$ cat src/rtl/demod_sequencer.sv
// demod_sequencer: session controller for the backscatter demodulator.
//
// Qualifies carrier on the envelope, gates the demodulator's working input for one
// packet, collects per-symbol decisions in a small bit FIFO and streams them out with
// valid/ready. A session closes on symbol limit, inter-symbol timeout or abort, then a
// guard period passes before carrier can be qualified again.
//
// Ports:
//   clock, reset          system clock, asynchronous active-high reset
//   enable                level; 0 blocks new sessions and aborts a running one
//   carrier               synchronised envelope detect
//   demod_flag/ctg/scheme demodulator decision strobe, decided bit, current scheme
//   working               demodulator working input (high in RUN)
//   bit_data/valid/ready  FIFO head stream
//   busy                  session in progress (not IDLE)
//   sym_count             symbols captured in current/last session
//   scheme_out            scheme latched at the first flag of a session
//   done, err_timeout     close pulse, and its timeout qualifier
//   overflow              sticky: a flag arrived with the FIFO full
//   scheme_err            scheme-change pulse (lock build only)
//
// Build option: define DEMOD_SEQ_SCHEME_LOCK_EN to abort the session when a flag
// reports a scheme different from the one latched at the first flag.
module demod_sequencer #(
   parameter int unsigned DETECT_CYC  = 20,
   parameter int unsigned MAX_SYMS    = 64,
   parameter int unsigned TIMEOUT_CYC = 1000,
   parameter int unsigned GUARD_CYC   = 8,
   parameter int unsigned FIFO_DEPTH  = 4,
   parameter int unsigned CNT_W       = 7
) (
   input  logic             clock,
   input  logic             reset,
   input  logic             enable,
   input  logic             carrier,
   input  logic             demod_flag,
   input  logic             demod_ctg,
   input  logic [1:0]       demod_scheme,
   output logic             working,
   output logic             bit_data,
   output logic             bit_valid,
   input  logic             bit_ready,
   output logic             busy,
   output logic [CNT_W-1:0] sym_count,
   output logic [1:0]       scheme_out,
   output logic             done,
   output logic             err_timeout,
   output logic             overflow,
   output logic             scheme_err
);

   localparam int unsigned QW = $clog2(DETECT_CYC + 1);
   localparam int unsigned TW = $clog2(TIMEOUT_CYC + 1);
   localparam int unsigned GW = $clog2(GUARD_CYC + 1);
   localparam int unsigned PW = $clog2(FIFO_DEPTH);
   localparam int unsigned OW = PW + 1;

   typedef enum logic [1:0] {StIdle, StRun, StDrain, StGuard} state_e;

   state_e           state_q, state_d;
   logic [QW-1:0]    qual_q, qual_d;
   logic [TW-1:0]    tmo_q, tmo_d;
   logic [GW-1:0]    guard_q, guard_d;
   logic [CNT_W-1:0] sym_q, sym_d;
   logic [1:0]       scheme_q, scheme_d;
   logic             have_q, have_d;     // scheme latched this session
   logic             ovf_q, ovf_d;
   logic             cause_q, cause_d;   // session closed by timeout
   logic             serr_q, serr_d;

   logic             mem_q [FIFO_DEPTH];
   logic [PW-1:0]    rd_q, wr_q;
   logic [OW-1:0]    occ_q;

   logic fifo_empty, fifo_full, pop, push, run_flag, accept, mismatch;

   assign fifo_empty = (occ_q == '0);
   assign fifo_full  = (occ_q == OW'(FIFO_DEPTH));
   assign bit_valid  = !fifo_empty;
   assign bit_data   = bit_valid ? mem_q[rd_q] : 1'b0;
   assign pop        = bit_valid && bit_ready;
   assign run_flag   = (state_q == StRun) && demod_flag;

`ifdef DEMOD_SEQ_SCHEME_LOCK_EN
   assign mismatch = run_flag && have_q && (demod_scheme != scheme_q);
`else
   assign mismatch = 1'b0;
`endif

   assign accept = run_flag && !mismatch;
   // A pop in the same cycle frees the head slot, so a full FIFO can still take the push.
   assign push   = accept && (!fifo_full || pop);

   always_comb begin
      state_d     = state_q;
      qual_d      = qual_q;
      tmo_d       = tmo_q;
      guard_d     = guard_q;
      sym_d       = sym_q;
      scheme_d    = scheme_q;
      have_d      = have_q;
      ovf_d       = ovf_q;
      cause_d     = cause_q;
      serr_d      = 1'b0;
      done        = 1'b0;
      err_timeout = 1'b0;
      unique case (state_q)
         StIdle: begin
            if (enable && carrier) begin
               if (qual_q == QW'(DETECT_CYC - 1)) begin
                  state_d = StRun;
                  qual_d  = '0;
                  sym_d   = '0;
                  tmo_d   = '0;
                  ovf_d   = 1'b0;
                  have_d  = 1'b0;
                  cause_d = 1'b0;
               end else begin
                  qual_d = qual_q + QW'(1);
               end
            end else begin
               qual_d = '0;
            end
         end
         StRun: begin
            if (accept) begin
               sym_d = sym_q + CNT_W'(1);
               tmo_d = '0;
               if (!have_q) begin
                  scheme_d = demod_scheme;
                  have_d   = 1'b1;
               end
               if (fifo_full && !pop) ovf_d = 1'b1;
            end else if (!demod_flag) begin
               tmo_d = tmo_q + TW'(1);
            end
            serr_d = mismatch;
            if (accept && (sym_q == CNT_W'(MAX_SYMS - 1))) begin
               state_d = StDrain;
            end else if (!enable || mismatch) begin
               state_d = StDrain;
            end else if (!demod_flag && (tmo_q == TW'(TIMEOUT_CYC - 1))) begin
               state_d = StDrain;
               cause_d = 1'b1;
            end
         end
         StDrain: begin
            if (fifo_empty) begin
               done        = 1'b1;
               err_timeout = cause_q;
               guard_d     = '0;
               state_d     = StGuard;
            end
         end
         StGuard: begin
            if (guard_q == GW'(GUARD_CYC - 1)) begin
               state_d = StIdle;
            end else begin
               guard_d = guard_q + GW'(1);
            end
         end
         default: state_d = StIdle;
      endcase
   end

   always_ff @(posedge clock or posedge reset) begin
      if (reset) begin
         state_q  <= StIdle;
         qual_q   <= '0;
         tmo_q    <= '0;
         guard_q  <= '0;
         sym_q    <= '0;
         scheme_q <= '0;
         have_q   <= 1'b0;
         ovf_q    <= 1'b0;
         cause_q  <= 1'b0;
         serr_q   <= 1'b0;
      end else begin
         state_q  <= state_d;
         qual_q   <= qual_d;
         tmo_q    <= tmo_d;
         guard_q  <= guard_d;
         sym_q    <= sym_d;
         scheme_q <= scheme_d;
         have_q   <= have_d;
         ovf_q    <= ovf_d;
         cause_q  <= cause_d;
         serr_q   <= serr_d;
      end
   end

   always_ff @(posedge clock or posedge reset) begin
      if (reset) begin
         for (int i = 0; i < int'(FIFO_DEPTH); i++) mem_q[i] <= 1'b0;
         rd_q  <= '0;
         wr_q  <= '0;
         occ_q <= '0;
      end else begin
         if (push) begin
            mem_q[wr_q] <= demod_ctg;
            wr_q        <= wr_q + PW'(1);
         end
         if (pop) rd_q <= rd_q + PW'(1);
         if (push && !pop) begin
            occ_q <= occ_q + OW'(1);
         end else if (!push && pop) begin
            occ_q <= occ_q - OW'(1);
         end
      end
   end

   assign working    = (state_q == StRun);
   assign busy       = (state_q != StIdle);
   assign sym_count  = sym_q;
   assign scheme_out = scheme_q;
   assign overflow   = ovf_q;
   assign scheme_err = serr_q;

endmodule

$ cat config.mk
export PLATFORM = sky130hd
export DESIGN_NAME = demod_sequencer
export DESIGN_NICKNAME = d
export VERILOG_FILES = /design/src/rtl/demod_sequencer.sv
export SDC_FILE = /design/constraint.sdc
export NUM_CORES = 1
export LEC_CHECK = 0
export ABC_CLOCK_PERIOD_IN_PS = 2400
export CAP_MARGIN = 20
export CORE_ASPECT_RATIO = 1.4
export CORE_UTILIZATION = 25
export DETAILED_ROUTE_END_ITERATION = 7
export PLACE_DENSITY = 0.53
export SLEW_MARGIN = 10
export SYNTH_ARGS = -nofsm -noshare
export SYNTH_HDL_FRONTEND = slang
export SYNTH_SLANG_ARGS = --single-unit
$ cat constraint.sdc
create_clock -name clock -period 2.4 [get_ports clock]
set_clock_uncertainty 0.15 [all_clocks]
set_input_delay 0.36 -clock clock [delete_from_list [all_inputs] [get_ports clock]]
set_output_delay 0.36 -clock clock [all_outputs]
set_load 0.005 [all_outputs]
======== Word-level counts from Yosys, hierarchy flattened ========
Index checks and enable logic that the tools add are counted.
storage, ports and cells
  input port bits ......................... 9
  flip-flop bits (word level) ............. 44
  logic and storage cells ................. 125
cells by class
  add/subtract/negate cells ............... 8
  $lt $le $gt $ge ......................... 3
  eq/ne operators ......................... 20
  bitwise operators ....................... 3
  reductions and logical operators ........ 29
  multiplexer cells ....................... 46
operator list
  cell                   count
  $mux 10                4
  $mux 7                 3
  $pmux 10 s2            1
  $mux 1                 16
  $mux 2                 7
  $ne 2x2->1 const B     7
  $pmux 7 s2             1
  $add 10x1->10 const B  1
  $eq 10x10->1 const B   1
  $logic_and 1x1->1      10
  $mux 5                 2
  $reduce_and 5->1       2
  $mux 4                 2
  $pmux 2 s4             1
  $pmux 4 s2             1
  $reduce_and 4->1       2
  $reduce_bool 2->1      4
  $add 7x1->7 const B    1
  $eq 7x6->1 const B     1
  $ge 3x3->1 const B     2
  $mux 3                 2
  $ne 2x1->1 const B     3
  $not 2->3              2
  $pmux 1 s2             3
  23 further kinds       30

======== Logic depth before layout (Yosys ltp) ========
Gate-level depths: netlist of run 1.
  word-level depth ........................ 9
  depth in mapped cells ................... 10

======== Worst setup path before layout of run 1 ========
Ideal clock, no wire load.
  kind .................................... register -> register
  start point ............................. register state_q[1]
  end point ............................... register occ_q[2]
  arrival time ............................ 2223 ps
  required time ........................... 2171 ps
  period minus slack after synthesis ...... 2452 ps
  library setup time ...................... 79 ps
  stages on the path, launching flop included .. 11
  slack ................................... -52 ps
  cell sequence ........................... dfrtp_1 -> inv_1 -> ha_1 -> nand2_1 -> nor2_2 -> ha_1 -> inv_1 -> fa_1 -> xor2_1 -> nor2_1 -> xor2_1
on the way
  longest elaborated chain between the ends .. 6
  elaborated cells on any way between the ends .. 8
  those cells by class .................... eq/ne (1); mux (1); reduce/logical (6)
RTL lines
  item                                line  RTL
  start, declared                     60    state_e state_q, state_d;
  start signal, assigned              168   state_q <= StIdle;
  start signal, assigned              179   state_q <= state_d;
  $eq 2x1->1 (*)                      n/a
  net working                         39    output logic working,
  $logic_and 1x1->1 (*)               82    assign run_flag = (state_q == StRun) && demod_flag;
  $logic_and 1x1->1 (*)               92    assign push = accept && (!fifo_full || pop);
  net push                            75    logic fifo_empty, fifo_full, pop, push, run_flag, accept, mismatch;
  $logic_not 1->1                     206   end else if (!push && pop) begin
  $logic_and 1x1->1                   206
  $reduce_bool 2->1 (no source line)  n/a
  end signal, assigned                205   occ_q <= occ_q + OW'(1);
  end signal, assigned                207   occ_q <= occ_q - OW'(1);
  end, declared                       73    logic [OW-1:0] occ_q;
The timed path passes the listed nets; every way through them passes the cells marked *.
A chain may end at the register's enable or synchronous reset.

======== Worst setup path after layout of run 1 ========
  start point ............................. register occ_q[0]
  end point ............................... output port err_timeout
on the way
  longest elaborated chain between the ends .. 3
RTL lines
  item             line  RTL
  $logic_not 3->1  77    assign fifo_empty = (occ_q == '0);
  $mux 1           148   if (fifo_empty) begin
  $mux 1           107   unique case (state_q)
  end, declared    47    output logic err_timeout,
Every way passes these cells.

==> results of run 1 <==
cells in the mapped netlist (all sizes together), types with 2 or more instances:
cell type / n / area (um^2)
nand2b: 2 / 12.5
o21ai: 18 / 90.1
inv: 12 / 45.0
nand3: 12 / 60.1
o31ai: 4 / 30.0
o21a: 3 / 22.5
a221o: 3 / 30.0
xor2: 4 / 35.0
o41ai: 2 / 17.5
xnor2: 4 / 35.0
or4: 2 / 15.0
nor2: 12 / 47.6
nor2b: 3 / 18.8
and4: 2 / 17.5
or3: 4 / 25.0
nor4b: 3 / 26.3
mux2: 9 / 101
dfrtp: 44 / 1100
nand4: 2 / 12.5
ha: 14 / 175
and3: 2 / 12.5
nor4: 3 / 18.8
o2111ai: 2 / 17.5
or4b: 2 / 20.0
clkbuf: 2 / 7.51
a22o: 5 / 43.8
and2: 3 / 18.8
mux2i: 3 / 30.0
nand2: 22 / 82.6
nor3: 2 / 10.0
buf: 4 / 22.5
a21oi: 9 / 45.0
flip-flops by register name (all words and copies together) (netlist names):
signal,count
tmo_q,10
sym_count,7
qual_q,5
guard_q,4
mem_q,4
occ_q,3
rd_q,2
scheme_out,2
state_q,2
wr_q,2
cause_q,1
have_q,1
overflow,1
worst max path at each step:
stage                                 from                    to  slack (ns)  cells after the start
global route        state_q[1]$_DFFE_PP0P_  occ_q[2]$_DFFE_PP0P_       -0.03                     10
global placement                 bit_ready  occ_q[1]$_DFFE_PP0P_       -0.07                      8
detailed placement               bit_ready  occ_q[1]$_DFFE_PP0P_        -0.1                      8
floorplan           state_q[1]$_DFFE_PP0P_  occ_q[2]$_DFFE_PP0P_       0.006                     10
CTS                   occ_q[0]$_DFFE_PP0P_           err_timeout        0.02                      4
finish                occ_q[0]$_DFFE_PP0P_           err_timeout        0.08                      4
logic make-up after synthesis:
kind of cell / Yosys count
AND/OR/NAND/NOR: 80
other: 1
XOR/XNOR: 8
multiplexers: 13
AO/OA/AOI/OAI: 57
buffers and inverters: 18
adder cells (fa/ha/maj): 15
flip-flops: 44
through the flow:
stage,hold WS (ns),cells
final,0.229,391
after global routing,0.293,391
after CTS,0.254,391
after floorplan,0.300,236
after global placement,0.313,383
after detailed placement,0.316,383
area by class of cell:
| type | instances | share of cell area, % |
|---|---|---|
| sequential | 44 | 35.2 |
| clock inverter | 2 | 0.320 |
| timing repair buffer | 43 | 13.0 |
| tap | 110 | 4.40 |
| inverter | 12 | 1.44 |
| clock buffer | 6 | 4.44 |
| multi-input combinational | 174 | 41.2 |
worst max-delay path, delay by kind of cell, from the launching register on:
kind                   cells  cell delay (ns)
buffers and inverters      2             0.66
AND/OR/NAND/NOR            2             0.40
flip-flops                 1             0.47
layer usage:
| layer | up-vias | part of all wire, % | wire, um |
|---|---|---|---|
| met4 | 0 | 1.4 | 75 |
| met3 | 6 | 2.6 | 140 |
| met5 | - | 0 | 0 |
| met2 | 27 | 50 | 2690 |
| met1 | 985 | 46 | 2500 |
| li1 | 961 | - | - |
cells in the final DEF (no fill, tap or decap), drive strengths merged, types with 4 or more instances in the layout:
cell,n
ha,14
dfrtp,44
a21oi,9
mux2,9
xor2,4
buf,19
o31ai,4
clkdlybuf4s50,24
nand2,22
nor2,12
xnor2,4
nand3,12
or3,4
clkbuf,6
a22o,5
inv,11
o21ai,18
where the power goes:
part | internal [mW] | switching, mW
clock | 0.411 | 0.290
sequential | 0.971 | 0.230
combinational | 0.766 | 0.662
what timing repair did:
item	CTS	global route
resized for setup	1	3
pin swaps	0	1
setup endpoints to repair	2	4
==> results.toml, run 1 <==
[timing]
tightestPinTransition_ns = 0.624
tns_ns = 0
layout_min_cycle_time_ns = 2.32
fin_crit_sh_pct = 96.8
setup_viol = 0
slew_headroom_pct = 58.2
hold_viol = 0
rsz0062_at_grt = "true"
setup_ws_ns = 0.0776
max_freq_mhz = 431
finalMaxSlewViolations = 0

[grt]
track_usage_pct = 11.4
grt_overflow = 0
top_usage_layer = "met2"
grt_use_met3_pct = 2.43
grt_max_degree = 30
grt_pass1_vias = 1873
grt.met2_usage_pct = 18.3
antenna_found_initial = 0
grt_pass1_wl_um = 9300
grt_use_met1_pct = 15.4

[critical_path]
crit_arrival_ns = 1.81
worst_setup_path_start_kind = "register"
regToRegSetupSlack_ns = 0.16
r2r.worst_path.cells = 10
worstPathRequired_ns = 1.89
critical-path-max-stage-delay_ns = 0.51
critPathKind = "register to output port"
crit_path_cell_trace = "nor3_2 > buf_4 > and3_1 > clkdlybuf4s50_1"
r2r_end = "occ_q[2]$_DFFE_PP0P_"
cpMaxStageDelayCell = "clkdlybuf4s50_1"
rr_startpoint = "state_q[1]$_DFFE_PP0P_"
path_max_fanout = 5
end_kind = "output port"

[layout]
postLayoutCellArea_mm2 = 0.00313
final-seq-area_mm2 = 0.00110
multi_input_area_mm2 = 0.00129
diodes = 0
finish.utilization_pct = 33.1
nNetsFinal = 304
final.fill_count = 974
drive_gt1_share_pct = 15.3
area_growth_pct = 28.2

[yosys]
synth_top_family_by_area = "simple AND/OR/NAND/NOR gates"
synthAdderAreaFrac_pct = 8.00
synth_compound_area_share_pct = 16.1
synth-simple-area-share_pct = 18.3
yosys.area_share.xor_xnor_pct = 2.87
syn-mean-instance-area_um2 = 10.3
syn_area_mm2 = 0.00244
synth_edf_count = 0
synth_mux_area_share_pct = 6.30
yosysWarnings = 0
synthCells = 236
ys_ff_latch = 44
synth_flop_cell = "dfrtp_1"
synthArstFlopShare_pct = 100
ys_seq_area_share_pct = 45.1
synth_nets = 260
synthDistinctLibCells = 52

[floorplan]
die_h_um = 119
die_w_um = 85.5
coreArea_mm2 = 0.00946
dieArea_mm2 = 0.0102
fp-row-count = 42
io_pins = 26
start_util_pct = 25.8

[route]
vias_per_cell = 5.06
wl_per_cell_um = 13.8
drtIter0Drc = 98
route.antenna.remaining_nets = 0
first_pass_iters = 5
drc = 0
routed_wl_um = 5410
vias = 1979

[clocking]
path_clk_slew_ns = 0.07
ctsHoldBuffers = 0
cts.sink_count = 44
clock_latency_ns = 0.29
cts_tree = "built"
clockBufferDepth = 2
clockRootBuffer = "clkbuf_16"
cts_setup_buffers = 0
cts-htree-levels = 2
cts_buffers = 5

[pwr]
ir_worst_vdd_mv = 0.531
power.density_mw_per_mm2 = 1060
static-leakage-power_nw = 1.32
p_total_mw = 3.33

[place]
place_hpwl_um = 3940
pre_cts_slack_ns = -0.0983
port_buffers = 24
gp_congestion = 0.750
place_area_mm2 = 0.00296

[outcome]
status = "finished clean"

[worst_hold_path]
hold_path_class = "input pin to asynchronous set/reset pin"

[run]
maxCapViolations = 0
(Power assumes the default switching activity.)
==> run 2, diff against run 1 <==
CORE_UTILIZATION = 45   (was 25)
PLACE_DENSITY = 0.78   (was 0.53)
==> results.toml, run 2 (synthesis results as in run 1) <==
[outcome]
status = "finished clean"

[critical_path]
critPathKind = "register to output port"
crit_arrival_ns = 1.79
path_max_fanout = 8
end_kind = "output port"
crit_path_cell_trace = "inv_1 > ha_2 > and3_1 > clkdlybuf4s50_1"
worstPathRequired_ns = 1.89
critical-path-max-stage-delay_ns = 0.49
regToRegSetupSlack_ns = 0.21
cpMaxStageDelayCell = "clkdlybuf4s50_1"
worst_setup_path_start_kind = "register"

[layout]
postLayoutCellArea_mm2 = 0.00301
final_common_cell = "dfrtp_1"
drive_gt1_share_pct = 15.6
nNetsFinal = 305
diodes = 0
instances_no_fill = 348
layout_common_cells = "43 x dfrtp_1, 23 x clkdlybuf4s50_1, 22 x nand2_1"
largest_reg_flops = 10
largest_register = "tmo_q"
area_growth_pct = 23.2

[route]
routed_wl_um = 5020
drc = 0
wl_per_cell_um = 14.4
vias_per_cell = 5.64
vias = 1961
drtIter0Drc = 93
first_pass_iters = 4
route.antenna.remaining_nets = 0

[grt]
antenna_found_initial = 0
track_usage_pct = 20.0
grt_pass1_vias = 1931
grt_pass1_wl_um = 8780
grt_max_degree = 45
grt_overflow = 0

[floorplan]
dieArea_mm2 = 0.00573
die_w_um = 64.2
start_util_pct = 47.0
fp-row-count = 31
io_pins = 26
die_h_um = 89.1
coreArea_mm2 = 0.00520

[run]
maxCapViolations = 0

[timing]
whs_ns = 0.334
finalMaxSlewViolations = 0
hold_viol = 0
fin_crit_sh_pct = 96.0
setup_viol = 0
layout_min_cycle_time_ns = 2.30
max_freq_mhz = 434
slew_headroom_pct = 62.2
tightestPinTransition_ns = 0.568

[place]
place_area_mm2 = 0.00289
port_buffers = 24
gp_congestion = 0.787
place_hpwl_um = 3560
placed_cells = 338

[clocking]
clockBufferDepth = 2
cts_buffers = 5
clockRootBuffer = "clkbuf_8"
clock_latency_ns = 0.31
cts.sink_count = 44
cts_tree = "built"
cts-htree-levels = 2
path_clk_slew_ns = 0.08

[pwr]
ir_worst_vdd_mv = 0.621
power.density_mw_per_mm2 = 1020
static-leakage-power_nw = 1.30

[worst_hold_path]
hold_path_class = "register to register"
## run 2: path summary, 6_finish.rpt
kind | startpoint | end | cells after the start
min in group asynchronous | reset | mem_q[3]$_DFFE_PP0P_ | 3
worst min register to register | have_q$_DFFE_PP0P_ | have_q$_DFFE_PP0P_ | 1
worst max-delay path | state_q[0]$_DFFE_PP0P_ | err_timeout | 4
worst max register to register | occ_q[0]$_DFFE_PP0P_ | occ_q[1]$_DFFE_PP0P_ | 7
max in group asynchronous | reset | occ_q[0]$_DFFE_PP0P_ | 3
worst min-delay path | have_q$_DFFE_PP0P_ | have_q$_DFFE_PP0P_ | 1
## run 2: through the flow
stage | setup slack [ns] | TNS [ns] | utilization (%) | power (mW)
after CTS | 0.0195 | 0 | 57.4 | 3.07
final | 0.0962 | 0 | 57.8 | 3.08
after floorplan | 0.00576 | 0 | - | 2.01
after global routing | -0.00470 | -0.00470 | 57.8 | 3.32
after global placement | -0.0358 | -0.0358 | 55.5 | 2.50
after detailed placement | -0.0824 | -0.114 | 55.5 | 2.56
## run 2: critical path: cells and delay by family, from the launching register on
kind                       cells  cell delay (ns)
DFF                            1             0.41
buffers and inverters          2             0.63
and+or+nand+nor                1             0.17
adders and majority gates      1             0.28
## run 2: area by class of cell
cell class	count	area (um^2)
Tap cell	66	82.6
Sequential cell	44	1100
Timing Repair Buffer	44	405
Inverter	12	45.0
Multi-Input combinational cell	174	1280
Clock inverter	1	7.51
Fill cell	478	2190
Clock buffer	7	86.3
## run 2: metal layers
layer	global-route usage, %	wire, um
met3	3.83	149
met1	25.0	2300
met5	0	0
met4	9.29	65
met2	33.3	2510
## run 2: timing repair
item                                    in CTS  in global routing
hold buffers                                 0                  0
gates resized for setup                      1                  4
setup buffers                                0                  2
endpoints found under the setup margin       1                  5
## run 2: power by group
group | switching, mW | internal [mW] | leakage (nW)
clock network | 0.259 | 0.234 | 0.0445
registers | 0.223 | 0.971 | 0.573
logic | 0.652 | 0.738 | 0.681
total | 1.13 | 1.94 | 1.30
==> run 3, diff against run 2 <==
ABC_CLOCK_PERIOD_IN_PS = 2200   (was 2400)
CTS_BUF_LIST = sky130_fd_sc_hd__clkbuf_2 sky130_fd_sc_hd__clkbuf_4 sky130_fd_sc_hd__clkbuf_8   (was unset)
PLACE_DENSITY = 0.76   (was 0.78)
clock period = 2.2 ns   (was 2.4 ns; I/O delays follow)
==> results.toml, run 3 (synthesis results as in run 1) <==
[timing]
slew_headroom_pct = 63.3
fin_crit_sh_pct = 98.7
tightestPinTransition_ns = 0.545
hold_viol = 0
rsz0062_at_grt = "true"
layout_min_cycle_time_ns = 2.17
finalMaxSlewViolations = 0
max_freq_mhz = 461
setup_viol = 0
setup_ws_ns = 0.0285

[floorplan]
die_w_um = 64.2
start_util_pct = 47.0
dieArea_mm2 = 0.00573
fp-row-count = 31
coreArea_mm2 = 0.00520
die_h_um = 89.1
io_pins = 26

[grt]
antenna_found_initial = 0
grt_max_degree = 45
grt_pass1_vias = 1997
track_usage_pct = 20.2
grt_overflow = 0
grt_pass1_wl_um = 8890

[outcome]
status = "finished clean"

[clocking]
clockBufferDepth = 2
cts_buffers = 5
cts.sink_count = 44
cts-htree-levels = 2
clockRootBuffer = "clkbuf_8"
path_clk_slew_ns = 0.08
clock_latency_ns = 0.30
cts_tree = "built"

[place]
pre_cts_slack_ns = -0.268
place_area_mm2 = 0.00298
place_hpwl_um = 3840
gp_congestion = 0.821
port_buffers = 24

[layout]
largest_register = "tmo_q"
postLayoutCellArea_mm2 = 0.00317
nNetsFinal = 318
diodes = 0
largest_reg_flops = 10
final_common_cell = "dfrtp_1"
area_growth_pct = 29.7
drive_gt1_share_pct = 21.7
finish.utilization_pct = 60.9
layout_common_cells = "44 x dfrtp_1, 30 x buf_4, 20 x nand2_1"

[route]
vias = 2009
routed_wl_um = 5330
drtIter0Drc = 97
wl_per_cell_um = 14.8
route.antenna.remaining_nets = 0
first_pass_iters = 4
drc = 0
vias_per_cell = 5.57

[critical_path]
worstPathRequired_ns = 2.27
end_kind = "register"
path_max_fanout = 3
crit_arrival_ns = 2.25
critPathKind = "register to register"
worst_setup_path_start_kind = "register"

[worst_hold_path]
hold_path_class = "input pin to asynchronous set/reset pin"

[pwr]
power.switching_mw = 1.31
clkPwrFrac_pct = 15.2
ir_worst_vdd_mv = 0.667
power.density_mw_per_mm2 = 1140
static-leakage-power_nw = 1.38
swShare_pct = 36.1
power_frac_seq_pct = 35.7
p_int_mw = 2.32
pwr-share-comb_pct = 49.1

[run]
maxCapViolations = 0
run 3: changes by cell type in the layout (fill, tap and decap cells not counted), sizes merged:
cell	before	now
inv	12	11
buf	20	33
dlygate4sd2	0	4
clkinv	0	1
dlymetal6s2s	1	2
clkbuf	7	8
clkinvlp	1	0
clkdlybuf4s50	23	18
run 3: per-stage QoR:
| stage | hold slack [ns] | TNS [ns] | std cells | total power [mW] |
|---|---|---|---|---|
| 2_1_floorplan | 0.300 | 0 | 236 | 2.23 |
| 3_3_place_gp | 0.312 | -0.487 | 345 | 2.88 |
| 3_5_place_dp | 0.321 | -0.802 | 345 | 2.95 |
| 4_1_cts | 0.226 | -0.00694 | 359 | 3.60 |
| 5_1_grt | 0.230 | -0.0518 | 361 | 3.88 |
| 6_report | 0.213 | 0 | 361 | 3.63 |
run 3: area by class of cell:
class	instances	area (um^2)
tap	66	82.6
clock buffer	8	97.6
inverter	12	45.0
fill	438	2030
timing repair buffer	57	517
sequential	44	1100
multi-input combinational	174	1320
run 3: worst paths after layout:
path / depth (start not counted) / to / from / slack [ns]
setup reg to reg: 11 / occ_q[2]$_DFFE_PP0P_ / state_q[0]$_DFFE_PP0P_ / 0.03
min in group clock: 1 / have_q$_DFFE_PP0P_ / have_q$_DFFE_PP0P_ / 0.33
hold / removal: 3 / scheme_out[0]$_DFFE_PP0P_ / reset / 0.21
max in group asynchronous: 3 / cause_q$_DFFE_PP0P_ / reset / 1.47
setup / recovery: 11 / occ_q[2]$_DFFE_PP0P_ / state_q[0]$_DFFE_PP0P_ / 0.03
hold reg to reg: 1 / have_q$_DFFE_PP0P_ / have_q$_DFFE_PP0P_ / 0.33
run 3: what timing repair did:
item,CTS,global route
hold buffers,0,0
gates cloned,0,0
pin swaps,1,4
setup buffers,6,3
setup endpoints to repair,4,8
resized for setup,10,5
run 3: worst max-delay path: stages (launching register included):
cell	delay (ns)
dfrtp_1	0.38
buf_4	0.12
buf_4	0.11
ha_4	0.15
nand2_2	0.07
nor2_4	0.12
ha_4	0.15
inv_1	0.05
fa_1	0.37
xor2_1	0.17
nor2_1	0.11
xor2_1	0.15
run 3: power groups by stage:
stage | registers (mW) | clock network [mW] | logic [mW]
2_1_floorplan | 1.27 | 0 | 0.964
3_3_place_gp | 1.29 | 0 | 1.58
3_5_place_dp | 1.31 | 0 | 1.64
4_1_cts | 1.29 | 0.571 | 1.74
5_1_grt | 1.32 | 0.606 | 1.95
6_report | 1.29 | 0.553 | 1.78
run 3: routing by layer:
metal	track usage (%)	part of all wire [%]
met5	0	0
met2	36.2	52
met1	23.1	44
met4	8.69	1.7
met3	4.34	2.6
==> RTL change: new RTL, settings of run 3 <==
Put one more register stage on the output `sym_count`, without a reset. The value now appears one clock later. The other outputs are not delayed to match.
--- a/src/rtl/demod_sequencer.sv
+++ b/src/rtl/demod_sequencer.sv
@@ -212,5 +212,7 @@
    assign working    = (state_q == StRun);
    assign busy       = (state_q != StIdle);
-   assign sym_count  = sym_q;
+   always_ff @(posedge clock) begin
+      sym_count <= sym_q;
+   end
    assign scheme_out = scheme_q;
    assign overflow   = ovf_q;
Function: same outputs for any inputs over 10 cycles, from zero or initial values and one cycle with reset high; that may be too few to reach the edited logic, so the function may still have changed.
==> RTL change against run 3 <==
- the flow now finishes with violations (setup timing)
- highest routed layer unchanged
- via count is 5.7% higher
- final area is 6.7% higher
- sequential cell count is 7 higher
- worst setup slack worse by 0.036 ns
- critical endpoint is now occ_q[1]$_DFFE_PP0P_
- critical path depth is 3 lower
- wire length is 3.8% higher
- hold slack better by 0.0056 ns
- power is 14% higher
- sequential share of layout area is 2.1 points higher
- first-iteration DRC count is 18% lower
- synthesized area is 6.2% higher
- utilization is 0.21 points higher
- synthesized cell count is 7.2% higher
==> RTL change: results (changes against run 3) <==
| Metric | Value |
|---|---|
| Pre-antenna DRT Iters | `4 (unchanged)` |
| Final WS setup | `-0.00793 ns (-0.0364 ns)` |
| M1 wire length | `2290 um (-2.3%)` |
| Multi-input logic area | `0.00134 mm^2 (+1.1%)` |
| Worst-path clk slew | `0.10 ns (+0.02 ns)` |
| Global-route wire length before repair | `8910 um (+0.23%)` |
| CTS max path bufs | `2 (unchanged)` |
| Sequential fraction of the synthesis area | `0.479 (+0.0279)` |
| Wire per inst | `14.5 um (-1.4%)` |
| Layout cells sized above 1 | `0.221 (+0.00420)` |
| Insertion delay to the later sink of the worst-skew pair | `0.31 ns` |
| Mapped Nets | `277 (+6.5%)` |
| Iter 0 DRT Violations | `80 (-18%)` |
| Met1 Use GR | `0.234 (+0.00301)` |
| Critical Path Max Stage Delay | `0.44 ns (+0.06 ns)` |
| Final Setup Violations | `1 (+1)` |
| Max VDD drop | `0.912 mV (+37%)` |
| H-Tree Depth | `2 (unchanged)` |
| Dpl cells | `359 (+4.1%)` |
| Top cells by count, synth | `dfrtp_1, nand2_1, o21ai_0, inv_1, ha_1` |
| Number of global-route vias before repair | `1,989 (-0.40%)` |
| Slew @ Worst Pin | `0.569 ns (+0.0233 ns)` |
| Ys flop type | `dfrtp_1` |
| Initial antenna violation count | `0 (unchanged)` |
| Synth warn | `0 (unchanged)` |
| Fillers | `453 (+3.4%)` |
| Async SR Flop Fraction | `0.863 (-0.137)` |
| Grt met2 use | `0.332 (-0.0301)` |
| Num CTS Buffers | `5 (unchanged)` |
| Final Max Tran Viols | `0 (unchanged)` |
| Net count reported at finish | `335 (+5.3%)` |
| Worst-path cell with the longest stage delay | `dfrtp_2` |
| Status | `complete, but fails checks` |
| Final wirelength | `5530 um (+3.8%)` |
| Violated checks | `setup timing` |
| DP HPWL | `3720 um (-3.1%)` |
| Synth area leaders | `dfrtp_1, ha_1, dfxtp_1` |
| Fin Setup TNS | `-0.00793 ns (-0.00793 ns)` |
| Met3 GRT Util | `0.0311 (-0.0123)` |
| Pre-CTS setup slack | `-0.199 ns (+0.0691 ns)` |
| Vias | `2,124 (+5.7%)` |
| GRT Util Overall | `0.191 (-0.0106)` |
| DP Area | `0.00309 mm^2 (+3.8%)` |
| Static Leak | `0.00149 uW (+7.5%)` |
| Met3 routed WL | `155 um (+12%)` |
| Synthesized area per cell | `10.2 um^2 (-0.98%)` |
| Distinct cell type count after synthesis | `54 (+3.8%)` |
| Crit-path max FO | `3 (unchanged)` |
| GPL Wtd Cong | `0.768 (-6.4%)` |
| Number of diodes | `0 (unchanged)` |
| Met2 Routed Length | `2920 um (+6.6%)` |
## RTL change: changes by cell type after synthesis, sizes merged, moves of 3 or more
cell,before,now
a21oi,9,14
a22o,5,2
and2,3,6
and3,2,5
dfxtp,0,7
inv,12,17
nand2,22,27
nor4,3,0
o21ai,18,21
## RTL change: layout make-up
class	count	area share
multi-input combinational	181	0.396
clock buffer	5	0.0204
inverter	17	0.0189
timing repair buffer	55	0.157
sequential	51	0.369
tap	68	0.0252
clock inverter	3	0.0141
## RTL change: repair_timing
action                                  in CTS  in global routing
endpoints found under the setup margin       5                  5
gates resized for setup                      8                 10
hold buffers                                 0                  0
pin swaps                                    1                  7
setup buffers                                8                  5
## RTL change: final timing paths
check,from,to,slack (ns)
worst max-delay path,occ_q[1]$_DFFE_PP0P_,occ_q[1]$_DFFE_PP0P_,-0.008
worst min-delay path,reset,sym_q[6]$_DFFE_PP0P_,0.22
worst max register to register,occ_q[1]$_DFFE_PP0P_,occ_q[1]$_DFFE_PP0P_,-0.008
worst min register to register,sym_q[1]$_DFFE_PP0P_,sym_count[1]$_DFF_P_,0.29
max in group asynchronous,reset,occ_q[0]$_DFFE_PP0P_,1.43
min in group clock,sym_q[1]$_DFFE_PP0P_,sym_count[1]$_DFF_P_,0.29
## RTL change: kinds of logic after synthesis
kind of cell	share of synthesized area
compound gates	0.159
mux	0.0550
other cells	0.00145
flops	0.479
buf+inv	0.0338
simple gates	0.169
fa+ha+maj	0.0753
xor+xnor	0.0270
## RTL change: power breakdown
group	switching (uW)	internal (uW)
Clock	332	345
Sequential	264	1240
Combinational	907	1050
## RTL change: worst min-delay path: stages
cell and delay (ns):
clkdlybuf4s50_1 0.40, inv_1 0.09, buf_12 0.24
